===== config.mk =====
export PLATFORM = sky130hd
export DESIGN_NAME = magsq_integrate
export DESIGN_NICKNAME = d
export VERILOG_FILES = /design/src/rtl/magsq_integrate.sv
export SDC_FILE = /design/constraint.sdc
export NUM_CORES = 1
export LEC_CHECK = 0
export CORE_UTILIZATION = 40
export DETAILED_ROUTE_END_ITERATION = 7
export PLACE_DENSITY = 0.56
export SETUP_SLACK_MARGIN = 0.05
export SYNTH_ARGS = -nofsm -noshare
export SYNTH_HDL_FRONTEND = slang
export SYNTH_SLANG_ARGS = --single-unit

===== constraint.sdc =====
create_clock -name clk -period 9.6 [get_ports clk]
set_clock_uncertainty 0.1 [all_clocks]
set_input_delay 1.44 -clock clk [delete_from_list [all_inputs] [get_ports clk]]
set_output_delay 1.44 -clock clk [all_outputs]
set_load 0.02 [all_outputs]

===== src/rtl/magsq_integrate.sv =====
// magsq_integrate: sums magnitude-squared samples over a window of len beats and emits one scaled result per window.
// Ports: clk, reset_n (sync, active-low), clear (sync flush), len (window length, 0 = 2^MAX_LEN_LOG2),
//   shift (result right shift, clamped to MAX_LEN_LOG2), i_t* (AXI-Stream samples in), o_t* (AXI-Stream results out).
// Build option: define MAGSQ_INTEGRATE_SAT_EN to saturate results that do not fit in 2*WIDTH bits (default wraps).
module magsq_integrate #(
  parameter int WIDTH = 16,
  parameter int MAX_LEN_LOG2 = 16
) (
  input  logic                      clk,
  input  logic                      reset_n,
  input  logic                      clear,
  input  logic [MAX_LEN_LOG2-1:0]   len,
  input  logic [5:0]                shift,
  input  logic [2*WIDTH-1:0]        i_tdata,
  input  logic                      i_tlast,
  input  logic                      i_tvalid,
  output logic                      i_tready,
  output logic [2*WIDTH-1:0]        o_tdata,
  output logic                      o_tlast,
  output logic                      o_tvalid,
  input  logic                      o_tready
);
  localparam int DW = 2 * WIDTH;
  localparam int AW = DW + MAX_LEN_LOG2;
  logic [AW-1:0] acc, sum;
  logic [MAX_LEN_LOG2-1:0] cnt;
  logic [MAX_LEN_LOG2:0] win_len, cur_len;
  logic [5:0] sh;
  logic beat, close_win;
  logic [DW-1:0] res;
  assign i_tready = !o_tvalid || o_tready;
  assign beat = i_tvalid && i_tready;
  // The first beat of a window uses the live len; later beats use the latched copy.
  assign cur_len = (cnt == '0) ? ((len == '0) ? {1'b1, {MAX_LEN_LOG2{1'b0}}} : {1'b0, len}) : win_len;
  assign close_win = i_tlast || ({1'b0, cnt} == cur_len - (MAX_LEN_LOG2 + 1)'(1));
  assign sh = (shift > 6'(MAX_LEN_LOG2)) ? 6'(MAX_LEN_LOG2) : shift;
  assign sum = acc + AW'(i_tdata);
`ifdef MAGSQ_INTEGRATE_SAT_EN
  logic [AW-1:0] shifted;
  assign shifted = sum >> sh;
  assign res = (|shifted[AW-1:DW]) ? '1 : shifted[DW-1:0];
`else
  assign res = DW'(sum >> sh);
`endif
  always_ff @(posedge clk) begin
    if (!reset_n || clear) begin
      acc <= '0;
      cnt <= '0;
      win_len <= '0;
      o_tdata <= '0;
      o_tlast <= 1'b0;
      o_tvalid <= 1'b0;
    end else begin
      if (o_tvalid && o_tready) o_tvalid <= 1'b0;
      if (beat) begin
        if (cnt == '0) win_len <= cur_len;
        if (close_win) begin
          // A close during a drain overwrites the register, so valid stays high with no bubble.
          acc <= '0;
          cnt <= '0;
          o_tdata <= res;
          o_tlast <= i_tlast;
          o_tvalid <= 1'b1;
        end else begin
          acc <= sum;
          cnt <= cnt + 1'b1;
        end
      end
    end
  end
endmodule

==> metrics.md <==
| Metric | Value |
|---|---|
| Worst R2R Setup Slack | `3.77 ns` |
| CTS Buf Count | `17` |
| Fmax | `0.1716 GHz` |
| Period utilisation layout | `0.6071` |
| RSZ-0062 raised after global routing | `false` |
| H-tree levels | `4` |
| CP arrival | `6.06 ns` |
| CORE AREA | `25110 um^2` |
| Largest net degree at the start of global routing | `75` |
| CTS Hold Bufs | `0` |
| Die H | `162.0 um` |
| Setup CP Type | `reg2reg` |
| Remaining global-route overflow | `0` |
| Largest stage delay, worst path | `0.94 ns` |
| First-pass GRT wire length | `58570 um` |
| Crit-path leading delay family | `simple AND/OR/NAND/NOR gates` |
| EDFF count, synth | `0` |
| Cells after synthesis | `1421` |
| Worst-Skew Late Latency | `0.45 ns` |
| Crit. End Element | `register` |
| Sw Share | `0.3312` |
| Syn_nets | `1517` |
| Antenna fix cells | `0` |
| Reg2reg end | `o_tdata[17]` |
| CP cell instances | `inv_1 > ha_1 > nor4b_4 > and4_1 > buf_4 > mux2i_1 > ha_1 > nand3_1 > mux2_2 > xnor3_1 > nand3b_1 > nor4_4 > a41oi_4 > nor2_4 > o221ai_1 > a31o_1 > o221a_2` |
| Endpoints failing hold | `0` |
| Antenna violations before repair | `0` |
| Synthesis-to-finish area growth | `16.49%` |
| Synth cell types | `86` |
| Clock Tree Buf Depth | `2` |
| Starting Density | `0.4077` |
| Clock sinks | `115` |
| Syn avg cell area | `7.203 um^2` |
| Crit path launch | `cnt[0]` |
| Vias | `11010` |
| Vias in the first global route | `10590` |
| Post-synth ARST share | `0` |
| Post-DR wirelength/cell | `20.66 um` |
| Final ANT Viol Nets | `0` |
| WP data required | `9.83 ns` |
| Iter 0 DRT Violations | `909` |
| Crit-path max FO | `50` |
| Reg2reg path depth | `17` |
| Post-CTS Repair Setup Buffers | `0` |
| Area leader, netlist | `dfxtp_1` |
| Worst slew margin | `0.1312` |
| CTS root buffer | `clkbuf_16` |
| Actual slew at the worst max-slew pin | `1.298 ns` |
| WL final | `37070 um` |
| Slew Viols, Final | `0` |
| Final setup vio count | `0` |
| Startpoint types | `register` |
| CTS resizes | `0` |
| Combinational share of power | `0.230` |
| DP HPWL | `27160 um` |
| Status | `finished clean` |
| Setup Total Neg Slack | `0 ns` |
| CTS tree | `done` |
| Nets | `1547` |
| R2R Path Start | `cnt[0]` |
| PD cells | `127.5 nW/um^2` |
| Max cap viols | `0` |
| Post-synth top cells | `185 x nand2_1, 148 x a21oi_1, 139 x nor2_1, 115 x dfxtp_1, 97 x o21ai_0` |
| Buf/Inv on CP | `2` |
| Layout cell share with drive strength beyond 1 | `0.07036` |
| Port Buffer Count | `94` |
| Drt pass-1 iters | `5` |
| Worst setup path endpoint | `o_tdata[17]` |
| Residual DRC | `0` |
| Pint | `1.017 mW` |
| Seq cells post-synth | `115` |
| Die area | `26230 um^2` |
| Sequential share of power | `0.325` |
| Die X | `162.0 um` |
| Vias/cell | `6.138` |
| Leakage power | `4.362 nW` |
| Top_reg_cell synth | `dfxtp_1` |
| Total Routing Usage GR | `0.2856` |
| RePlAce Congestion | `0.9038` |
| Clock power frac | `0.445` |
| Psw | `503.3 uW` |
| DP Cell Count | `1762` |
| Site Rows | `58` |
| CP dominant cell by count | `ha_1` |
| VDD IR-drop max | `0.08530 mV` |
| Post-synth top area share | `0.2249` |
| Cell depth of the worst setup path | `17` |
| Most common cell in the netlist | `nand2_1` |
| Reg clk slew, reported paths | `0.07 ns` |
| Worst min path class | `reg2reg` |
| Final Critical Period | `5.829 ns` |
| Seq/Total Area, Yosys | `0.2249` |
| Hold_sp | `acc[19]` |
| Finished Layout Cells | `1794` |
| Largest cells by area after synthesis | `dfxtp_1 22%, a21oi_1 7.2%, nand2_1 6.8%` |
| Yosys warnings | `0` |
| Mapped cell area | `10240 um^2` |
| Critical Path Slowest Stage Cell | `nor2_4` |
| Ports | `95` |
-- worst reg2reg max path: stages, from the launching register on --
cell      delay [ns]
dfxtp_1         0.42
inv_1           0.10
ha_1            0.15
nor4b_4         0.28
and4_1          0.24
buf_4           0.34
mux2i_1         0.33
ha_1            0.37
nand3_1         0.11
mux2_2          0.30
xnor3_1         0.27
nand3b_1        0.13
nor4_4          0.37
a41oi_4         0.46
nor2_4          0.96
o221ai_1        0.30
a31o_1          0.25
o221a_2         0.23
-- logic make-up after synthesis --
family / share of synthesized area
simple gates: 0.2604
compound gates: 0.2885
buf+inv: 0.04559
flops: 0.2249
mux: 0.07811
xor+xnor: 0.05782
fa+ha+maj: 0.04474
-- through the flow --
stage | hold slack, ns | setup slack, ns | power (mW) | utilization | instance area [um^2]
after floorplan | 0.3319 | 4.964 | 0.7309 | - | 10240
after global placement | 0.3394 | 3.537 | 0.8493 | 0.4510 | 11320
after detailed placement | 0.3477 | 3.488 | 0.8492 | 0.4510 | 11320
after CTS | 0.3562 | 3.775 | 1.522 | 0.4749 | 11920
after global routing | 0.3736 | 3.344 | 1.578 | 0.4749 | 11920
final | 0.3535 | 3.771 | 1.520 | 0.4749 | 11920
-- how the worst min path moves through the flow --
stage / slack [ns] / cells after the start / to
finish: 0.35 / 2 / acc[19]
CTS: 0.36 / 2 / acc[23]
global placement: 0.34 / 2 / acc[44]
floorplan: 0.33 / 2 / acc[44]
global route: 0.37 / 2 / acc[11]
detailed placement: 0.35 / 2 / acc[19]
-- cell usage in the layout, fill, tap and decap left out, types with 5 or more instances in the layout --
master           instances
or3_1                   22
inv_1                   16
nand2b_1                10
nor4_1                  15
clkdlybuf4s50_1         94
nor2_1                 139
mux2_2                  21
o31ai_1                  5
nand2_1                183
buf_4                   16
mux4_2                   5
dfxtp_1                115
nand3_1                 64
mux2i_1                 45
o22ai_1                  6
o211ai_1                20
and3_1                  13
a21o_1                  14
xor2_1                  32
a21boi_0                 8
a211o_1                  8
o221ai_1                 6
ha_1                    35
or2_2                    6
o21ai_0                 97
o31a_1                   6
nor3_1                  38
nand4_1                 21
a22oi_1                 18
a211oi_1                30
a21oi_1                148
nand3b_1                 6
and2_1                  14
a221o_1                  5
clkbuf_16               17
a31oi_1                 20
xnor2_1                 33
o21a_1                  10
-- sequential cells by signal, summed over array words and instances (netlist names) --
name / count
acc: 48
cnt: 16
o_tdata: 32
o_tlast: 1
o_tvalid: 1
win_len: 17
-- layout make-up --
class                      instances  area, um^2
multi-input combinational       1190        7485
fill                            2599       13190
sequential                       115        2302
clock buffer                      19       452.9
tap                              330       412.9
clock inverter                    13       146.4
timing repair buffer             110        1061
inverter                          17       63.81
-- metal layers --
| layer | up-vias | global-route usage | part of all wire |
|---|---|---|---|
| met2 | 350 | 0.4850 | 0.48 |
| met3 | 88 | 0.04724 | 0.050 |
| met5 | - | 0 | 0 |
| li1 | 5336 | - | - |
| met1 | 5238 | 0.3579 | 0.44 |
| met4 | 0 | 0.1145 | 0.036 |
-- power by group through the flow --
stage	clock network [mW]	registers, mW	logic [mW]
2_1_floorplan	0	0.507	0.224
3_3_place_gp	0	0.505	0.344
3_5_place_dp	0	0.505	0.344
4_1_cts	0.682	0.495	0.346
5_1_grt	0.705	0.495	0.377
6_report	0.676	0.495	0.349
No activity file was read; power rests on OpenSTA's default activity.
